--- config.mk ---
export PLATFORM = sky130hd
export DESIGN_NAME = openram_scan_master_flat
export DESIGN_NICKNAME = d
export VERILOG_FILES = /design/src/rtl/openram_scan_master_if.sv /design/src/rtl/openram_scan_master.sv /design/src/flat_wrapper.sv
export SDC_FILE = /design/constraint.sdc
export NUM_CORES = 1
export LEC_CHECK = 0
export ABC_CLOCK_PERIOD_IN_PS = 5600
export CAP_MARGIN = 20
export CORE_MARGIN = 8
export CORE_UTILIZATION = 54
export DETAILED_ROUTE_END_ITERATION = 7
export GPL_ROUTABILITY_DRIVEN = 0
export PLACE_DENSITY = 0.85
export SLEW_MARGIN = 30
export SYNTH_ARGS = -nofsm -noshare
export SYNTH_HDL_FRONTEND = slang
export SYNTH_SLANG_ARGS = --single-unit
export TNS_END_PERCENT = 20
--- constraint.sdc ---
create_clock -name wb_clk_i -period 5.6 [get_ports wb_clk_i]
set_input_delay 0.84 -clock wb_clk_i [delete_from_list [all_inputs] [get_ports wb_clk_i]]
set_output_delay 0.84 -clock wb_clk_i [all_outputs]
set_load 0.005 [all_outputs]
--- src/rtl/openram_scan_master_if.sv ---
// Request/response bus between the host logic and openram_scan_master.
// master = host side that issues packets, slave = the scan engine serving them.
interface openram_scan_master_if #(
    parameter int PKT_W = 112
);
    logic             req_valid;
    logic             req_ready;
    logic [PKT_W-1:0] req_pkt;
    logic             resp_valid;
    logic             resp_ready;
    logic [PKT_W-1:0] resp_pkt;
    logic             resp_err;

    modport master (
        output req_valid, req_pkt, resp_ready,
        input  req_ready, resp_valid, resp_pkt, resp_err
    );

    modport slave (
        input  req_valid, req_pkt, resp_ready,
        output req_ready, resp_valid, resp_pkt, resp_err
    );
endinterface

--- src/rtl/openram_scan_master.sv ---
// Host-side driver for the OpenRAM testchip GPIO scan chain: shift a request in, run one
// SRAM cycle, capture and shift the chain back out. Optional macro: SCAN_READBACK_CMP_EN.
module openram_scan_master #(
    parameter int PKT_W   = 112,
    parameter int CLK_DIV = 2
) (
    input  logic                  wb_clk_i,
    input  logic                  resetn,
    openram_scan_master_if.slave  bus,
    output logic                  scan_clk_o,
    output logic                  scan_data_o,
    output logic                  sram_clk_o,
    output logic                  sram_load_o,
    input  logic                  scan_out_i
);
    localparam int BW = $clog2(PKT_W);

    typedef enum logic [2:0] {
        S_IDLE, S_SHIFT_IN, S_LOAD, S_CAPTURE, S_SHIFT_OUT, S_RESP
    } state_t;

    state_t           state, state_nxt;
    logic [7:0]       div_cnt;
    logic             hi;
    logic [BW-1:0]    bit_cnt;
    logic [PKT_W-1:0] sr;
    logic             scan_data_q;
    logic             req_ready_q;
    logic             resp_valid_q;
    logic [PKT_W-1:0] resp_pkt_q;

    logic in_pulse, ph_end, pulse_done, accept;

    assign in_pulse   = (state == S_SHIFT_IN) || (state == S_LOAD) ||
                        (state == S_CAPTURE)  || (state == S_SHIFT_OUT);
    assign ph_end     = (div_cnt == 8'(CLK_DIV - 1));
    // A pulse ends on the last cycle of its high phase; scan_out_i is sampled here too.
    assign pulse_done = in_pulse && ph_end && hi;
    assign accept     = (state == S_IDLE) && req_ready_q && bus.req_valid;

    always_comb begin
        state_nxt = state;
        case (state)
            S_IDLE:      if (accept) state_nxt = S_SHIFT_IN;
            S_SHIFT_IN:  if (pulse_done && bit_cnt == '0) state_nxt = S_LOAD;
            S_LOAD:      if (pulse_done) state_nxt = S_CAPTURE;
            S_CAPTURE:   if (pulse_done) state_nxt = S_SHIFT_OUT;
            S_SHIFT_OUT: if (pulse_done && bit_cnt == '0) state_nxt = S_RESP;
            S_RESP:      if (resp_valid_q && bus.resp_ready) state_nxt = S_IDLE;
            default:     state_nxt = S_IDLE;
        endcase
    end

    always_ff @(posedge wb_clk_i) begin
        if (!resetn) begin
            state        <= S_IDLE;
            req_ready_q  <= 1'b0;
            resp_valid_q <= 1'b0;
            resp_pkt_q   <= '0;
            div_cnt      <= '0;
            hi           <= 1'b0;
            bit_cnt      <= '0;
            sr           <= '0;
            scan_data_q  <= 1'b0;
        end else begin
            state       <= state_nxt;
            req_ready_q <= (state_nxt == S_IDLE);

            if (in_pulse && !ph_end) div_cnt <= div_cnt + 8'd1;
            else                     div_cnt <= '0;

            if (in_pulse && ph_end) hi <= ~hi;
            else if (!in_pulse)     hi <= 1'b0;

            case (state)
                S_IDLE: if (accept) begin
                    sr          <= bus.req_pkt;
                    bit_cnt     <= BW'(PKT_W - 1);
                    scan_data_q <= bus.req_pkt[PKT_W-1];
                end
                S_SHIFT_IN: if (pulse_done) begin
                    if (bit_cnt != '0) begin
                        sr          <= {sr[PKT_W-2:0], 1'b0};
                        scan_data_q <= sr[PKT_W-2];
                        bit_cnt     <= bit_cnt - 1'b1;
                    end else begin
                        scan_data_q <= 1'b0;
                    end
                end
                S_CAPTURE: if (pulse_done) bit_cnt <= BW'(PKT_W - 1);
                S_SHIFT_OUT: if (pulse_done) begin
                    sr <= {sr[PKT_W-2:0], scan_out_i};
                    if (bit_cnt != '0) bit_cnt <= bit_cnt - 1'b1;
                end
                S_RESP: begin
                    if (!resp_valid_q) begin
                        resp_valid_q <= 1'b1;
                        resp_pkt_q   <= sr;
                    end else if (bus.resp_ready) begin
                        resp_valid_q <= 1'b0;
                    end
                end
                default: ;
            endcase
        end
    end

    // hi is cleared on every state change, so the two clocks can never overlap.
    assign scan_clk_o  = hi && (state != S_LOAD);
    assign sram_clk_o  = hi && (state == S_LOAD);
    assign sram_load_o = (state == S_LOAD) || (state == S_CAPTURE);
    assign scan_data_o = scan_data_q;

    assign bus.req_ready  = req_ready_q;
    assign bus.resp_valid = resp_valid_q;
    assign bus.resp_pkt   = resp_pkt_q;

`ifdef SCAN_READBACK_CMP_EN
    // dout fields [63:0] legitimately change across the SRAM cycle; everything else must echo.
    localparam logic [PKT_W-1:0] CMP_MASK = {PKT_W{1'b1}} << 64;

    logic [PKT_W-1:0] shadow;
    logic             err_q;

    always_ff @(posedge wb_clk_i) begin
        if (!resetn) begin
            shadow <= '0;
            err_q  <= 1'b0;
        end else begin
            if (accept) shadow <= bus.req_pkt;
            if (state == S_RESP && !resp_valid_q)
                err_q <= |((sr ^ shadow) & CMP_MASK);
            else if (resp_valid_q && bus.resp_ready)
                err_q <= 1'b0;
        end
    end

    assign bus.resp_err = err_q;
`else
    assign bus.resp_err = 1'b0;
`endif
endmodule

--- src/flat_wrapper.sv ---
// flat-port wrapper written by rule: the top's interface ports become plain ports
module openram_scan_master_flat 
#(
    parameter int PKT_W   = 112,
    parameter int CLK_DIV = 2
)
  (wb_clk_i, resetn, scan_clk_o, scan_data_o, sram_clk_o, sram_load_o, scan_out_i, bus_req_valid, bus_req_pkt, bus_resp_ready, bus_req_ready, bus_resp_valid, bus_resp_pkt, bus_resp_err);
  openram_scan_master_if #(.PKT_W(PKT_W)) bus_i ();
  input  logic wb_clk_i;
  input  logic resetn;
  output logic scan_clk_o;
  output logic scan_data_o;
  output logic sram_clk_o;
  output logic sram_load_o;
  input  logic scan_out_i;
  input wire logic [$bits(bus_i.req_valid)-1:0] bus_req_valid;
  input wire logic [$bits(bus_i.req_pkt)-1:0] bus_req_pkt;
  input wire logic [$bits(bus_i.resp_ready)-1:0] bus_resp_ready;
  output wire logic [$bits(bus_i.req_ready)-1:0] bus_req_ready;
  output wire logic [$bits(bus_i.resp_valid)-1:0] bus_resp_valid;
  output wire logic [$bits(bus_i.resp_pkt)-1:0] bus_resp_pkt;
  output wire logic [$bits(bus_i.resp_err)-1:0] bus_resp_err;
  assign bus_i.req_valid = bus_req_valid;
  assign bus_i.req_pkt = bus_req_pkt;
  assign bus_i.resp_ready = bus_resp_ready;
  assign bus_req_ready = bus_i.req_ready;
  assign bus_resp_valid = bus_i.resp_valid;
  assign bus_resp_pkt = bus_i.resp_pkt;
  assign bus_resp_err = bus_i.resp_err;
  openram_scan_master #(.PKT_W(PKT_W), .CLK_DIV(CLK_DIV)) u_core (.wb_clk_i(wb_clk_i), .resetn(resetn), .bus(bus_i), .scan_clk_o(scan_clk_o), .scan_data_o(scan_data_o), .sram_clk_o(sram_clk_o), .sram_load_o(sram_load_o), .scan_out_i(scan_out_i));
endmodule
==> impl_metrics.tcl <==
set metrics [dict create \
    ys_async_sr_fraction 0 \
    area.growth.synth_to_final_pct 30.02 \
    worst-endpoint-arrival_ns 3.92 \
    post_route_drc_violation_count 0 \
    crit_type "reg2reg" \
    fillCellCount 1434 \
    postSynthRegisterBits 246 \
    insertion_delay_ns 0.53 \
    dominantRegCellSynth "sky130_fd_sc_hd__dfxtp_1" \
    number_of_antenna_violations_at_the_first_check_in_global_routing 4 \
    post-cts-setup-buffer-count 0 \
    fin_nets 1441 \
    synth_commonest_cells "sky130_fd_sc_hd__dfxtp_1 (246), sky130_fd_sc_hd__nand2_1 (232), sky130_fd_sc_hd__a21oi_1 (227)" \
    first_global_vias 8725 \
    final_count_of_negative_setup_slack_endpoints 0 \
    routed-via-count 9067 \
    detail_route.wirelength_mm 28.48 \
    critPathSlowestCell "sky130_fd_sc_hd__buf_4" \
    cts_tree "yes" \
    timing.hold.worst.class "reg2reg" \
    grt_util_met1 0.2871 \
    design.die.area_sq_mm 0.02358 \
    totalPowerFinal_w 0.005065 \
    avgViaCountPerCell 5.753 \
    drt_first_pass_iters 5 \
    final-hold-violation-count 0 \
    synthMostInstantiatedCell "sky130_fd_sc_hd__dfxtp_1" \
    cts_buffer_depth 3 \
    grt_setup_unrepaired "no" \
    final.period_utilization 0.6211 \
    drt-wirelength-per-cell_um 18.07 \
    critical_path.most_common_cell "sky130_fd_sc_hd__buf_4" \
    holdBufCountCts 0 \
    timing.final.max_slew_violations 0 \
    htree_levels 1 \
    worst_slew_margin_rel 0.4444 \
    dieWidth_um 153.6 \
    power.ir.vdd_worst_v 0.0003307 \
    critPathLaunchType "flop" \
    cts.sink_count 246 \
    slowest_delay_ns 0.72 \
    edff_count_synth 0 \
    synthCells 1154 \
    worstSetupEndpointType "flop" \
    num_rows 50 \
    drive_gt1_frac 0.04111 \
    dpl.hpwl_mm 17.88 \
    max-cap-violations 0 \
    status "completed" \
    floorplan.die.height_um 153.6 \
    total_core_area_sq_mm 0.01864 \
    worstPathCellList "ha_1 -> or4b_1 -> or3_1 -> a21oi_4 -> buf_4 -> buf_4 -> a21oi_1 -> a211oi_1" \
    starting_density_of_the_core 0.5481 \
    crit_path_max_fanout 75 \
    tightest_slew_ns 0.8334 \
    pin_count_of_the_biggest_net_entering_global_routing 134 \
    busiest_layer "met2" \
    synth_largest_area_cell "sky130_fd_sc_hd__dfxtp_1" \
    syn_area_sq_mm 0.01022 \
    synth.net_count 1275 \
    cts_root_buf "sky130_fd_sc_hd__clkbuf_16" \
    portBuffers 234 \
    mean_instance_size_in_the_synthesized_netlist_sq_um 8.855 \
    postCtsResizedCells 0 \
    iteration_0_drc_count_of_the_detailed_router 483 \
    synth.area.top_cells "sky130_fd_sc_hd__dfxtp_1 (48%), sky130_fd_sc_hd__a21oi_1 (11%), sky130_fd_sc_hd__mux2i_1 (11%)" \
    critPathRequiredTime_ns 6.04 \
    gr_ovfl_total 0 \
    cts_inserted_buffers 27 \
    grt.total_usage 0.2290 \
    sequential_cell_area_sq_mm 0.004925 \
    power_per_cell_area_mw_per_mm2 381.2 \
    hold_slack_ns 0.4529 \
    yosysWarnings 0 \
    synth_cell_type_count 51 \
    timing.fmax_mhz 287.5 \
    global_route.usage.met3 0.04709 \
    final_core_util 0.7127 \
    grt_first_pass_wirelength_mm 45.86 \
    clkSlewWorstSetupHoldPaths_ns 0.06 \
    synth_top_area_frac 0.4819 \
    io-pin-count 236 \
    clock_skew_ns 0.01587 \
    synth_sequential_area_ratio 0.4819 \
    cellLeakagePower_nw 4.412 \
    multi_input_comb_area_sq_mm 0.004760 \
    timing.final.crit_period_ns 3.478 \
    global_route.usage.met2 0.3768 \
    total_negative_setup_slack_ns 0 \
    drtAntennaViolNets 0 \
]
## layout make-up
class / instances / area share
repair buffers: 244 / 0.1838
flip-flops and latches: 246 / 0.3707
clock inverters: 4 / 0.001789
multi-input cells: 793 / 0.3582
diodes: 4 / 0.0007534
clock buffers: 43 / 0.05989
inverters: 8 / 0.002825
well taps: 234 / 0.02204
## worst max-delay path: cells and delay by family (launching register included)
kind / cells / cell delay (ns)
adder cells (fa/ha/maj): 1 / 0.18
AND/OR/NAND/NOR: 2 / 0.97
flip-flops: 1 / 0.42
AO/OA/AOI/OAI: 3 / 0.63
buffers and inverters: 2 / 1.10
## where the power goes
| part | total (W) | internal, W | switching, W |
|---|---|---|---|
| Sequential | 0.00217 | 0.00198 | 0.000195 |
| Clock | 0.00164 | 0.000964 | 0.000679 |
| Combinational | 0.00125 | 0.000576 | 0.000673 |
| Total | 0.00506 | 0.00352 | 0.00155 |
## registers in the layout (all words and copies together), names as in the netlist
| register | count |
|---|---|
| u_core.state | 3 |
| u_core.bit_cnt | 7 |
| u_core.bus.resp_valid | 1 |
| u_core.bus.resp_pkt | 112 |
| u_core.sr | 112 |
| u_core.scan_data_o | 1 |
| u_core.bus.req_ready | 1 |
| u_core.div_cnt | 8 |
| u_core.hi | 1 |
## cells in the final DEF (no fill, tap or decap), types with 6 or more instances in the layout
master / count
sky130_fd_sc_hd__dfxtp_1: 246
sky130_fd_sc_hd__clkdlybuf4s50_1: 234
sky130_fd_sc_hd__nand2_1: 232
sky130_fd_sc_hd__a21oi_1: 227
sky130_fd_sc_hd__a211oi_1: 116
sky130_fd_sc_hd__mux2i_1: 112
sky130_fd_sc_hd__clkbuf_16: 27
sky130_fd_sc_hd__nor2_1: 17
sky130_fd_sc_hd__nand3_1: 10
sky130_fd_sc_hd__clkbuf_1: 10
sky130_fd_sc_hd__buf_4: 8
sky130_fd_sc_hd__xor2_1: 7
sky130_fd_sc_hd__inv_1: 7
sky130_fd_sc_hd__nor4_1: 6
sky130_fd_sc_hd__clkbuf_8: 6
## worst paths after layout
check | cells past startpoint | from | slack [ns] | to
worst min-delay path | 2 | u_core.bus.resp_pkt[37] | 0.45 | u_core.bus.resp_pkt[37]
worst max register to register | 8 | u_core.div_cnt[0] | 2.12 | u_core.sr[103]
worst max-delay path | 8 | u_core.div_cnt[0] | 2.12 | u_core.sr[103]
worst min register to register | 2 | u_core.bus.resp_pkt[37] | 0.45 | u_core.bus.resp_pkt[37]
## per-stage QoR
| step | worst slack, ns | instance area [sq um] | std cells |
|---|---|---|---|
| floorplan | 3.199 | 10220 | 1154 |
| global placement | 2.308 | 12450 | 1525 |
| detailed placement | 2.193 | 12450 | 1525 |
| CTS | 2.165 | 13270 | 1572 |
| global route | 1.912 | 13290 | 1576 |
| finish | 2.122 | 13290 | 1576 |
## kinds of logic after synthesis
| kind of cell | share of synthesized area |
|---|---|
| buf+inv | 0.05498 |
| mux | 0.1108 |
| flops | 0.4819 |
| xor+xnor | 0.007714 |
| compound gates | 0.2118 |
| simple gates | 0.1275 |
| fa+ha+maj | 0.004898 |
| other cells | 0.0003670 |
## layer usage
metal / part of all wire / wire, um
met5: 0 / 0
met4: 0.032 / 924
met3: 0.059 / 1682
met2: 0.48 / 13680
met1: 0.43 / 12190
Note: power is estimated with default switching activity, not from simulation.
